### src/rtl/pulse_train_gen_if.sv
`default_nettype none
// ============================================================================
// Module   : pulse_train_gen_if
// Brief    : Control/status bundle between a pulse-train generator and its user.
// Revision : 1.0 - initial release
// ============================================================================
interface pulse_train_gen_if #(
  parameter int CNT_W = 8
);
  logic             start;
  logic             abort;
  logic [CNT_W-1:0] high_len;
  logic [CNT_W-1:0] low_len;
  logic [CNT_W-1:0] pulse_cnt;
  logic             sig_out;
  logic             busy;
  logic             done;
  logic             rise_strb;
  logic             fall_strb;

  // Controller side: issues commands, observes the waveform.
  modport master (
    output start, abort, high_len, low_len, pulse_cnt,
    input  sig_out, busy, done, rise_strb, fall_strb
  );

  // Generator side.
  modport slave (
    input  start, abort, high_len, low_len, pulse_cnt,
    output sig_out, busy, done, rise_strb, fall_strb
  );
endinterface
`default_nettype wire

### src/rtl/pulse_train_gen.sv
`default_nettype none
// ============================================================================
// Module   : pulse_train_gen
// Brief    : Programmable pulse-train generator with aligned rise/fall strobes.
// Revision : 1.0 - initial release
// ============================================================================
module pulse_train_gen #(
  parameter int CNT_W = 8
) (
  input  logic              clk,
  input  logic              rst,
  pulse_train_gen_if.slave  bus
);

  localparam logic [CNT_W-1:0] c_zero = '0;
  localparam logic [CNT_W-1:0] c_one  = {{(CNT_W-1){1'b0}}, 1'b1};

  typedef enum logic [1:0] {
    S_IDLE = 2'd0,
    S_HIGH = 2'd1,
    S_LOW  = 2'd2
  } state_t;

  state_t           r_state;
  state_t           w_state_nxt;
  logic [CNT_W-1:0] r_phase_cnt;
  logic [CNT_W-1:0] w_phase_nxt;
  logic [CNT_W-1:0] r_pulses_left;
  logic [CNT_W-1:0] w_pulses_nxt;
  logic [CNT_W-1:0] r_high_m1;
  logic [CNT_W-1:0] w_high_m1_nxt;
  logic [CNT_W-1:0] r_low_m1;
  logic [CNT_W-1:0] w_low_m1_nxt;
  logic             r_sig;
  logic             w_sig_nxt;
  logic             r_busy;
  logic             w_busy_nxt;
  logic             r_done;
  logic             w_done_nxt;
  logic             r_rise;
  logic             r_fall;
  logic             w_start_ok;
  logic [CNT_W-1:0] w_high_len_m1;
  logic [CNT_W-1:0] w_low_len_m1;

  // Phase counters hold "cycles remaining minus one", so a zero length maps
  // to a single cycle and the full-scale length never needs an extra bit.
  assign w_high_len_m1 = (bus.high_len == c_zero) ? c_zero : bus.high_len - c_one;
  assign w_low_len_m1  = (bus.low_len  == c_zero) ? c_zero : bus.low_len  - c_one;
  assign w_start_ok    = bus.start && !bus.abort && (bus.pulse_cnt != c_zero);

  always_ff @(posedge clk or posedge rst) begin
    if (rst) begin
      r_state       <= S_IDLE;
      r_phase_cnt   <= c_zero;
      r_pulses_left <= c_zero;
      r_high_m1     <= c_zero;
      r_low_m1      <= c_zero;
      r_sig         <= 1'b0;
      r_busy        <= 1'b0;
      r_done        <= 1'b0;
      r_rise        <= 1'b0;
      r_fall        <= 1'b0;
    end else begin
      r_state       <= w_state_nxt;
      r_phase_cnt   <= w_phase_nxt;
      r_pulses_left <= w_pulses_nxt;
      r_high_m1     <= w_high_m1_nxt;
      r_low_m1      <= w_low_m1_nxt;
      r_sig         <= w_sig_nxt;
      r_busy        <= w_busy_nxt;
      r_done        <= w_done_nxt;
      r_rise        <= w_sig_nxt & ~r_sig;
      r_fall        <= ~w_sig_nxt & r_sig;
    end
  end

  always_comb begin
    w_state_nxt   = r_state;
    w_phase_nxt   = r_phase_cnt;
    w_pulses_nxt  = r_pulses_left;
    w_high_m1_nxt = r_high_m1;
    w_low_m1_nxt  = r_low_m1;
    w_sig_nxt     = r_sig;
    w_busy_nxt    = r_busy;
    w_done_nxt    = 1'b0;

    case (r_state)
      S_IDLE: begin
        w_sig_nxt  = 1'b0;
        w_busy_nxt = 1'b0;
        if (w_start_ok) begin
          w_state_nxt   = S_HIGH;
          w_high_m1_nxt = w_high_len_m1;
          w_low_m1_nxt  = w_low_len_m1;
          w_pulses_nxt  = bus.pulse_cnt;
          w_phase_nxt   = w_high_len_m1;
          w_sig_nxt     = 1'b1;
          w_busy_nxt    = 1'b1;
        end
      end

      S_HIGH: begin
        if (bus.abort) begin
          w_state_nxt  = S_IDLE;
          w_phase_nxt  = c_zero;
          w_pulses_nxt = c_zero;
          w_sig_nxt    = 1'b0;
          w_busy_nxt   = 1'b0;
        end else if (r_phase_cnt == c_zero) begin
          if (r_pulses_left > c_one) begin
            w_state_nxt  = S_LOW;
            w_pulses_nxt = r_pulses_left - c_one;
            w_phase_nxt  = r_low_m1;
            w_sig_nxt    = 1'b0;
          end else begin
            // Last pulse ends straight into IDLE; no trailing low phase.
            w_state_nxt  = S_IDLE;
            w_pulses_nxt = c_zero;
            w_sig_nxt    = 1'b0;
            w_busy_nxt   = 1'b0;
            w_done_nxt   = 1'b1;
          end
        end else begin
          w_phase_nxt = r_phase_cnt - c_one;
        end
      end

      S_LOW: begin
        if (bus.abort) begin
          w_state_nxt  = S_IDLE;
          w_phase_nxt  = c_zero;
          w_pulses_nxt = c_zero;
          w_sig_nxt    = 1'b0;
          w_busy_nxt   = 1'b0;
        end else if (r_phase_cnt == c_zero) begin
          w_state_nxt = S_HIGH;
          w_phase_nxt = r_high_m1;
          w_sig_nxt   = 1'b1;
        end else begin
          w_phase_nxt = r_phase_cnt - c_one;
        end
      end

      default: begin
        w_state_nxt  = S_IDLE;
        w_phase_nxt  = c_zero;
        w_pulses_nxt = c_zero;
        w_sig_nxt    = 1'b0;
        w_busy_nxt   = 1'b0;
      end
    endcase
  end

  assign bus.sig_out   = r_sig;
  assign bus.busy      = r_busy;
  assign bus.done      = r_done;
  assign bus.rise_strb = r_rise;
  assign bus.fall_strb = r_fall;

endmodule
`default_nettype wire

### src/flat_wrapper.sv
// flat-port wrapper written by rule: the top's interface ports become plain ports
module pulse_train_gen_flat 
#(
  parameter int CNT_W = 8
)
  (clk, rst, bus_start, bus_abort, bus_high_len, bus_low_len, bus_pulse_cnt, bus_sig_out, bus_busy, bus_done, bus_rise_strb, bus_fall_strb);
  pulse_train_gen_if #(.CNT_W(CNT_W)) bus_i ();
  input  logic clk;
  input  logic rst;
  input wire logic [$bits(bus_i.start)-1:0] bus_start;
  input wire logic [$bits(bus_i.abort)-1:0] bus_abort;
  input wire logic [$bits(bus_i.high_len)-1:0] bus_high_len;
  input wire logic [$bits(bus_i.low_len)-1:0] bus_low_len;
  input wire logic [$bits(bus_i.pulse_cnt)-1:0] bus_pulse_cnt;
  output wire logic [$bits(bus_i.sig_out)-1:0] bus_sig_out;
  output wire logic [$bits(bus_i.busy)-1:0] bus_busy;
  output wire logic [$bits(bus_i.done)-1:0] bus_done;
  output wire logic [$bits(bus_i.rise_strb)-1:0] bus_rise_strb;
  output wire logic [$bits(bus_i.fall_strb)-1:0] bus_fall_strb;
  assign bus_i.start = bus_start;
  assign bus_i.abort = bus_abort;
  assign bus_i.high_len = bus_high_len;
  assign bus_i.low_len = bus_low_len;
  assign bus_i.pulse_cnt = bus_pulse_cnt;
  assign bus_sig_out = bus_i.sig_out;
  assign bus_busy = bus_i.busy;
  assign bus_done = bus_i.done;
  assign bus_rise_strb = bus_i.rise_strb;
  assign bus_fall_strb = bus_i.fall_strb;
  pulse_train_gen #(.CNT_W(CNT_W)) u_core (.clk(clk), .rst(rst), .bus(bus_i));
endmodule
### config.mk
export PLATFORM = sky130hd
export DESIGN_NAME = pulse_train_gen_flat
export DESIGN_NICKNAME = d
export VERILOG_FILES = /design/src/rtl/pulse_train_gen_if.sv /design/src/rtl/pulse_train_gen.sv /design/src/flat_wrapper.sv
export SDC_FILE = /design/constraint.sdc
export NUM_CORES = 1
export LEC_CHECK = 0
export BUFFER_PORTS_ARGS = -buffer_cell sky130_fd_sc_hd__buf_4
export CORE_UTILIZATION = 30
export CTS_BUF_LIST = sky130_fd_sc_hd__clkbuf_16
export DETAILED_ROUTE_END_ITERATION = 6
export PLACE_DENSITY_LB_ADDON = 0.2
export SLEW_MARGIN = 20
export SYNTH_ARGS = -nofsm -noshare
export SYNTH_HDL_FRONTEND = slang
export SYNTH_SLANG_ARGS = --single-unit
### constraint.sdc
create_clock -name clk -period 2.4 [get_ports clk]
set_clock_uncertainty 0.05 [all_clocks]
set_input_delay 0.48 -clock clk [delete_from_list [all_inputs] [get_ports clk]]
set_output_delay 0.48 -clock clk [all_outputs]
set_load 0.03 [all_outputs]
==> flow_summary.json, run 1 <==
{
  "clkTransAtPathRegs_ns": 0.06,
  "yosysWarnings": 0,
  "finalHoldViolations": 0,
  "slew-limit-headroom_pct": 52.1,
  "dpl.hpwl_um": 5090,
  "p_leak_nw": 1.36,
  "synth_adder_area_share_pct": 3.51,
  "ys_top_cells_by_area": "dfrtp_1 (39%), o31ai_1 (6.9%), ha_1 (3.5%)",
  "routabilityCongestion": 0.812,
  "initial_utilization_pct": 31.7,
  "fin_crit_sh_pct": 94.3,
  "drv_slew": 0,
  "worst_slack_ns": 0.136,
  "antenna_found_initial": 0,
  "clock-root-buffer": "clkbuf_16",
  "timing.final.crit_period_ns": 2.26,
  "cts_tree": "yes",
  "synth_simple_gate_area_share_pct": 19.9,
  "timing.fmax_mhz": 442,
  "drc": 0,
  "outcome": "completed",
  "reg2reg_to": "u_core.r_phase_cnt[0]$_DFFE_PP0P_",
  "synthMuxAreaShare_pct": 2.35,
  "max-cap-violations": 0,
  "clk-insertion-delay-late_ns": 0.28,
  "synth.distinct_cells": 48,
  "nNetsFinal": 362,
  "synth_compound_area_share_pct": 26.6,
  "viasPerCell": 5.33,
  "post_cts_buffers": 0,
  "setup_tns_ns": 0,
  "die_h_um": 93.3,
  "clock_sinks": 39,
  "dr.first_iter.drc_count": 108,
  "crit_path_cell_trace": "or4_4 -> nor4b_1 -> nor3b_4 -> or2_1 -> mux2_4",
  "arrival_ns": 2.38,
  "syn_area_um2": 2500,
  "drtPass1Iterations": 4,
  "synth-edff-count": 0,
  "grt_overflow": 0,
  "worst_r2r_path_depth": 5,
  "ant_nets": 0,
  "synth_nets": 306,
  "peakVddDrop_mv": 0.474,
  "placementRows": 32,
  "yosysSeqAreaShare_pct": 39.1,
  "drive_gt1_share_pct": 25.7,
  "busiest_layer": "met2",
  "cp-start-kind": "register",
  "coreArea_um2": 7890,
  "synth_ff_type": "dfrtp_1",
  "die_x_um": 93.3,
  "tightest_slew_ns": 0.713,
  "clockBufferDepth": 2,
  "synth_seq_cells": 39,
  "io_pins": 33,
  "end_kind": "register",
  "area_growth_pct": 28.5,
  "synth_top_cell_by_area": "dfrtp_1",
  "synth_top_family_by_area": "compound AO/OA/AOI/OAI gates",
  "grt_pass1_wl_um": 11500,
  "synth_cells": 271,
  "htreeDepth": 2,
  "use_met1_pct": 24.2,
  "hold_buffers": 0,
  "cts_resized": 0,
  "dp_worst_setup_slack_ns": 0.0197,
  "met2_usage_pct": 26.7,
  "grt.total_usage_pct": 17.0,
  "fp.dieArea_um2": 8700,
  "path_max_fanout": 6,
  "cts_made_buffers": 5,
  "setup-violations-final": 0,
  "antenna_cells": 0,
  "io_buffers": 32,
  "yosysTopAreaCellShare_pct": 39.1,
  "rrSetupSlack_ns": 0.14,
  "path_class": "register to register",
  "grt_start_max_net_pins": 40,
  "cpMaxStageDelayCell": "or4_4",
  "grt_pass1_vias": 2280,
  "r2r_start": "u_core.r_pulses_left[3]$_DFFE_PP0P_",
  "wl_per_cell_um": 15.9,
  "synth_area_per_cell_um2": 9.22,
  "cp_data_required_time_ns": 2.51,
  "grt_use_met3_pct": 2.68,
  "slowest_delay_ns": 0.57,
  "hold_path_class": "input pin to asynchronous set/reset pin",
  "yosysMostFrequentCell": "dfrtp_1",
  "synth_xor_xnor_area_share_pct": 3.86,
  "async_flop_share_pct": 100,
  "vias": 2285,
  "rsz0062_at_grt": "no",
  "wl_um": 6820,
  "netlist_top_cells_count": "dfrtp_1 (39), o31ai_1 (23), nor2_1 (21)",
  "powerDensity_nw_per_um2": 1160
}
## worst max-delay path, delay by kind of cell (launching register included)
| family | cells | cell delay (ns) |
|---|---|---|
| flip-flops | 1 | 0.43 |
| multiplexers | 1 | 0.30 |
| AND/OR/NAND/NOR | 4 | 1.35 |
## cell type report
type                    count  area [um2]
flip-flops and latches     39         976
multi-input cells         205        1420
inverters                  16        60.1
fillers                   791        4680
repair buffers             60         463
clock inverters             2        37.5
well taps                 102         128
clock buffers               5         125
## how the worst max path moves through the flow
stage / start / end / depth (start not counted)
2_1_floorplan: u_core.r_phase_cnt[0]$_DFFE_PP0P_ / u_core.r_phase_cnt[0]$_DFFE_PP0P_ / 9
3_3_place_gp: bus_high_len[4] / u_core.r_phase_cnt[7]$_DFFE_PP0P_ / 6
3_5_place_dp: bus_high_len[4] / u_core.r_phase_cnt[7]$_DFFE_PP0P_ / 6
4_1_cts: u_core.r_phase_cnt[0]$_DFFE_PP0P_ / u_core.r_phase_cnt[0]$_DFFE_PP0P_ / 8
5_1_grt: u_core.r_phase_cnt[0]$_DFFE_PP0P_ / u_core.r_pulses_left[3]$_DFFE_PP0P_ / 8
6_report: u_core.r_pulses_left[3]$_DFFE_PP0P_ / u_core.r_phase_cnt[0]$_DFFE_PP0P_ / 5
## per-layer routing
layer  vias to the layer above  wire (um)
met5                         -          0
met4                         0         54
met3                         4        169
met2                        31       3240
met1                      1110       3360
li1                       1140          -
## power by group
part	switching (mW)	internal [mW]
combinational	1.01	0.813
clock	0.257	0.484
sequential	0.233	0.942
total	1.50	2.24
## layout by cell type (no fill, tap or decap), types with 2 or more instances in the layout
| cell type | Yosys | layout |
|---|---|---|
| nor4b_1 | 2 | 2 |
| nand3_1 | 2 | 2 |
| o2bb2ai_1 | 6 | 6 |
| inv_1 | 16 | 16 |
| nand2_1 | 20 | 20 |
| a31oi_1 | 2 | 2 |
| or4_4 | 2 | 2 |
| xnor2_1 | 10 | 10 |
| or2_4 | 0 | 2 |
| nor4_1 | 9 | 9 |
| or3b_2 | 2 | 2 |
| o31ai_1 | 23 | 22 |
| or4_1 | 2 | 2 |
| nor3b_1 | 4 | 4 |
| clkbuf_16 | 0 | 5 |
| a21oi_1 | 11 | 11 |
| buf_4 | 0 | 59 |
| dfrtp_1 | 39 | 39 |
| ha_1 | 7 | 7 |
| nor2b_1 | 3 | 3 |
| a22oi_1 | 9 | 9 |
| nand2b_1 | 4 | 4 |
| o41ai_2 | 2 | 2 |
| o21ai_0 | 16 | 16 |
| o21bai_1 | 2 | 2 |
| a211oi_1 | 3 | 3 |
| o32ai_1 | 4 | 3 |
| nor2_1 | 21 | 21 |
| mux2_2 | 3 | 3 |
| a32oi_1 | 5 | 5 |
| nor3_1 | 12 | 12 |
## registers in the layout (all words and copies together), names as in the netlist
signal                count
u_core.r_pulses_left      8
u_core.bus.fall_strb      1
u_core.bus.busy           1
u_core.bus.rise_strb      1
u_core.r_high_m1          8
u_core.bus.sig_out        1
u_core.bus.done           1
u_core.r_low_m1           8
u_core.r_phase_cnt        8
u_core.r_state            2
## metrics by stage
step	std cells	total power, mW	cell area, um2	utilization (%)	hold WS (ns)
floorplan	271	2.30	2500	-	0.399
global placement	422	2.94	3030	38.4	0.411
detailed placement	422	2.95	3030	38.4	0.421
CTS	429	3.71	3190	40.5	0.299
global route	429	4.00	3210	40.7	0.337
finish	429	3.74	3210	40.7	0.274
## logic make-up after synthesis
group,count (synthesis)
AOI/OAI and AO/OA,91
and+or+nand+nor,91
DFF,39
buffers and inverters,27
xor gates and xnor gates,11
adders and majority gates,7
muxes,5
No activity file was read; power rests on OpenSTA's default activity.
==> inputs of run 2 (changes only) <==
- REMOVE_ABC_BUFFERS: not set -> 1
==> flow_summary.json, run 2 (synthesis results as in run 1) <==
{
  "outcome": "completed",
  "critical-path-top-delay-family": "simple AND/OR/NAND/NOR gates",
  "grt_pass1_vias": 2275,
  "fillers": 788,
  "grt_start_max_net_pins": 40,
  "wl_per_cell_um": 15.6,
  "cpMaxStageDelayCell": "or3b_2",
  "cp_num_buf_inv": 1,
  "path_max_fanout": 3,
  "coreArea_um2": 7890,
  "antenna_found_initial": 0,
  "finish.utilization_pct": 40.7,
  "end_kind": "register",
  "clkTransAtPathRegs_ns": 0.07,
  "clockBufferDepth": 2,
  "final_cell_mix": "buf_4 (60), dfrtp_1 (39), o31ai_1 (23), nor2_1 (21), nand2_1 (20)",
  "worst_r2r_path_depth": 7,
  "dr.first_iter.drc_count": 122,
  "die_h_um": 93.3,
  "crit_path_cell_trace": "inv_1 -> ha_1 -> or3b_2 -> or2_4 -> nor3b_4 -> or2_1 -> mux2_4",
  "placementRows": 32,
  "crit_cells": 7,
  "fp.dieArea_um2": 8700,
  "clock-root-buffer": "clkbuf_16",
  "clk-insertion-delay-late_ns": 0.28,
  "htreeDepth": 2,
  "io_pins": 33,
  "clock_sinks": 39,
  "nNetsFinal": 363,
  "cp-start-kind": "register",
  "die_x_um": 93.3,
  "io_buffers": 32,
  "arrival_ns": 2.36,
  "peakVddDrop_mv": 0.511,
  "path_class": "register to register",
  "dpl.hpwl_um": 5070,
  "rsz0062_at_grt": "no",
  "slew-limit-headroom_pct": 49.7,
  "drv_slew": 0,
  "hold_path_class": "input pin to asynchronous set/reset pin",
  "ant_nets": 0,
  "antenna_cells": 0,
  "drtPass1Iterations": 5,
  "finalPower_mw": 3.65,
  "fin_crit_sh_pct": 93.4,
  "final_common_cell": "buf_4",
  "wl_um": 6700,
  "grt_overflow": 0,
  "timing.fmax_mhz": 446,
  "area_growth_pct": 28.3,
  "cts_made_buffers": 5,
  "tightest_slew_ns": 0.749,
  "grt_pass1_wl_um": 11400,
  "grt.total_usage_pct": 16.8,
  "cts_tree": "yes",
  "initial_utilization_pct": 31.7,
  "cp_data_required_time_ns": 2.52,
  "viasPerCell": 5.41,
  "setup-violations-final": 0,
  "p_leak_nw": 1.36,
  "timing.final.crit_period_ns": 2.24,
  "max-cap-violations": 0,
  "vias": 2330,
  "routabilityCongestion": 0.803,
  "drc": 0,
  "drive_gt1_share_pct": 26.1,
  "finalHoldViolations": 0,
  "slowest_delay_ns": 0.47,
  "powerDensity_nw_per_um2": 1140
}
run 2: where the power goes:
group / leakage, nW / internal, mW / total [mW] / switching, mW
logic: 0.797 / 0.826 / 1.84 / 1.01
registers: 0.494 / 0.942 / 1.15 / 0.213
clock network: 0.0658 / 0.383 / 0.661 / 0.278
total: 1.36 / 2.15 / 3.65 / 1.50
run 2: what timing repair did:
item,in CTS,in global routing
setup buffers,0,0
endpoints found under the setup margin,0,13
resized for setup,0,4
hold buffers,0,0
run 2: path summary, 6_finish.rpt:
kind | from | slack, ns | end
max in group asynchronous | rst | 1.68 | u_core.r_high_m1[6]$_DFFE_PP0P_
min reg2reg | u_core.r_high_m1[3]$_DFFE_PP0P_ | 0.43 | u_core.r_high_m1[3]$_DFFE_PP0P_
min | rst | 0.27 | u_core.r_pulses_left[0]$_DFFE_PP0P_
min in group clk | bus_low_len[0] | 0.35 | u_core.r_low_m1[0]$_DFFE_PP0P_
max reg2reg | u_core.r_phase_cnt[0]$_DFFE_PP0P_ | 0.16 | u_core.r_phase_cnt[0]$_DFFE_PP0P_
max | u_core.r_phase_cnt[0]$_DFFE_PP0P_ | 0.16 | u_core.r_phase_cnt[0]$_DFFE_PP0P_
run 2: cell type report:
type	instances	area, um2	area share [%]
clock buffer	5	125	3.90
clock inverter	3	20.0	0.624
inverter	16	60.1	1.87
multi-input combinational	205	1430	44.5
sequential	39	976	30.4
tap	102	128	3.98
timing repair buffer	61	470	14.7
run 2: tightest hold or removal path, stage by stage:
cell	delay [ns]
buf_4	0.11
inv_1	0.04
buf_4	0.42
run 2: metal layers:
layer / track usage [%] / wire (um)
met5: 0 / 0
met4: 6.41 / 144
met3: 3.01 / 292
met2: 25.0 / 3020
met1: 24.0 / 3240
run 2: per-stage QoR:
stage | instances | cell area (um2) | hold slack (ns) | setup slack (ns) | TNS [ns]
2_1_floorplan | 260 | 2440 | 0.399 | 0.00853 | 0
3_3_place_gp | 423 | 3040 | 0.410 | 0.0415 | 0
3_5_place_dp | 423 | 3040 | 0.421 | -0.00423 | -0.00423
4_1_cts | 431 | 3180 | 0.292 | 0.00995 | 0
5_1_grt | 431 | 3210 | 0.324 | 0.0652 | 0
6_report | 431 | 3210 | 0.270 | 0.158 | 0
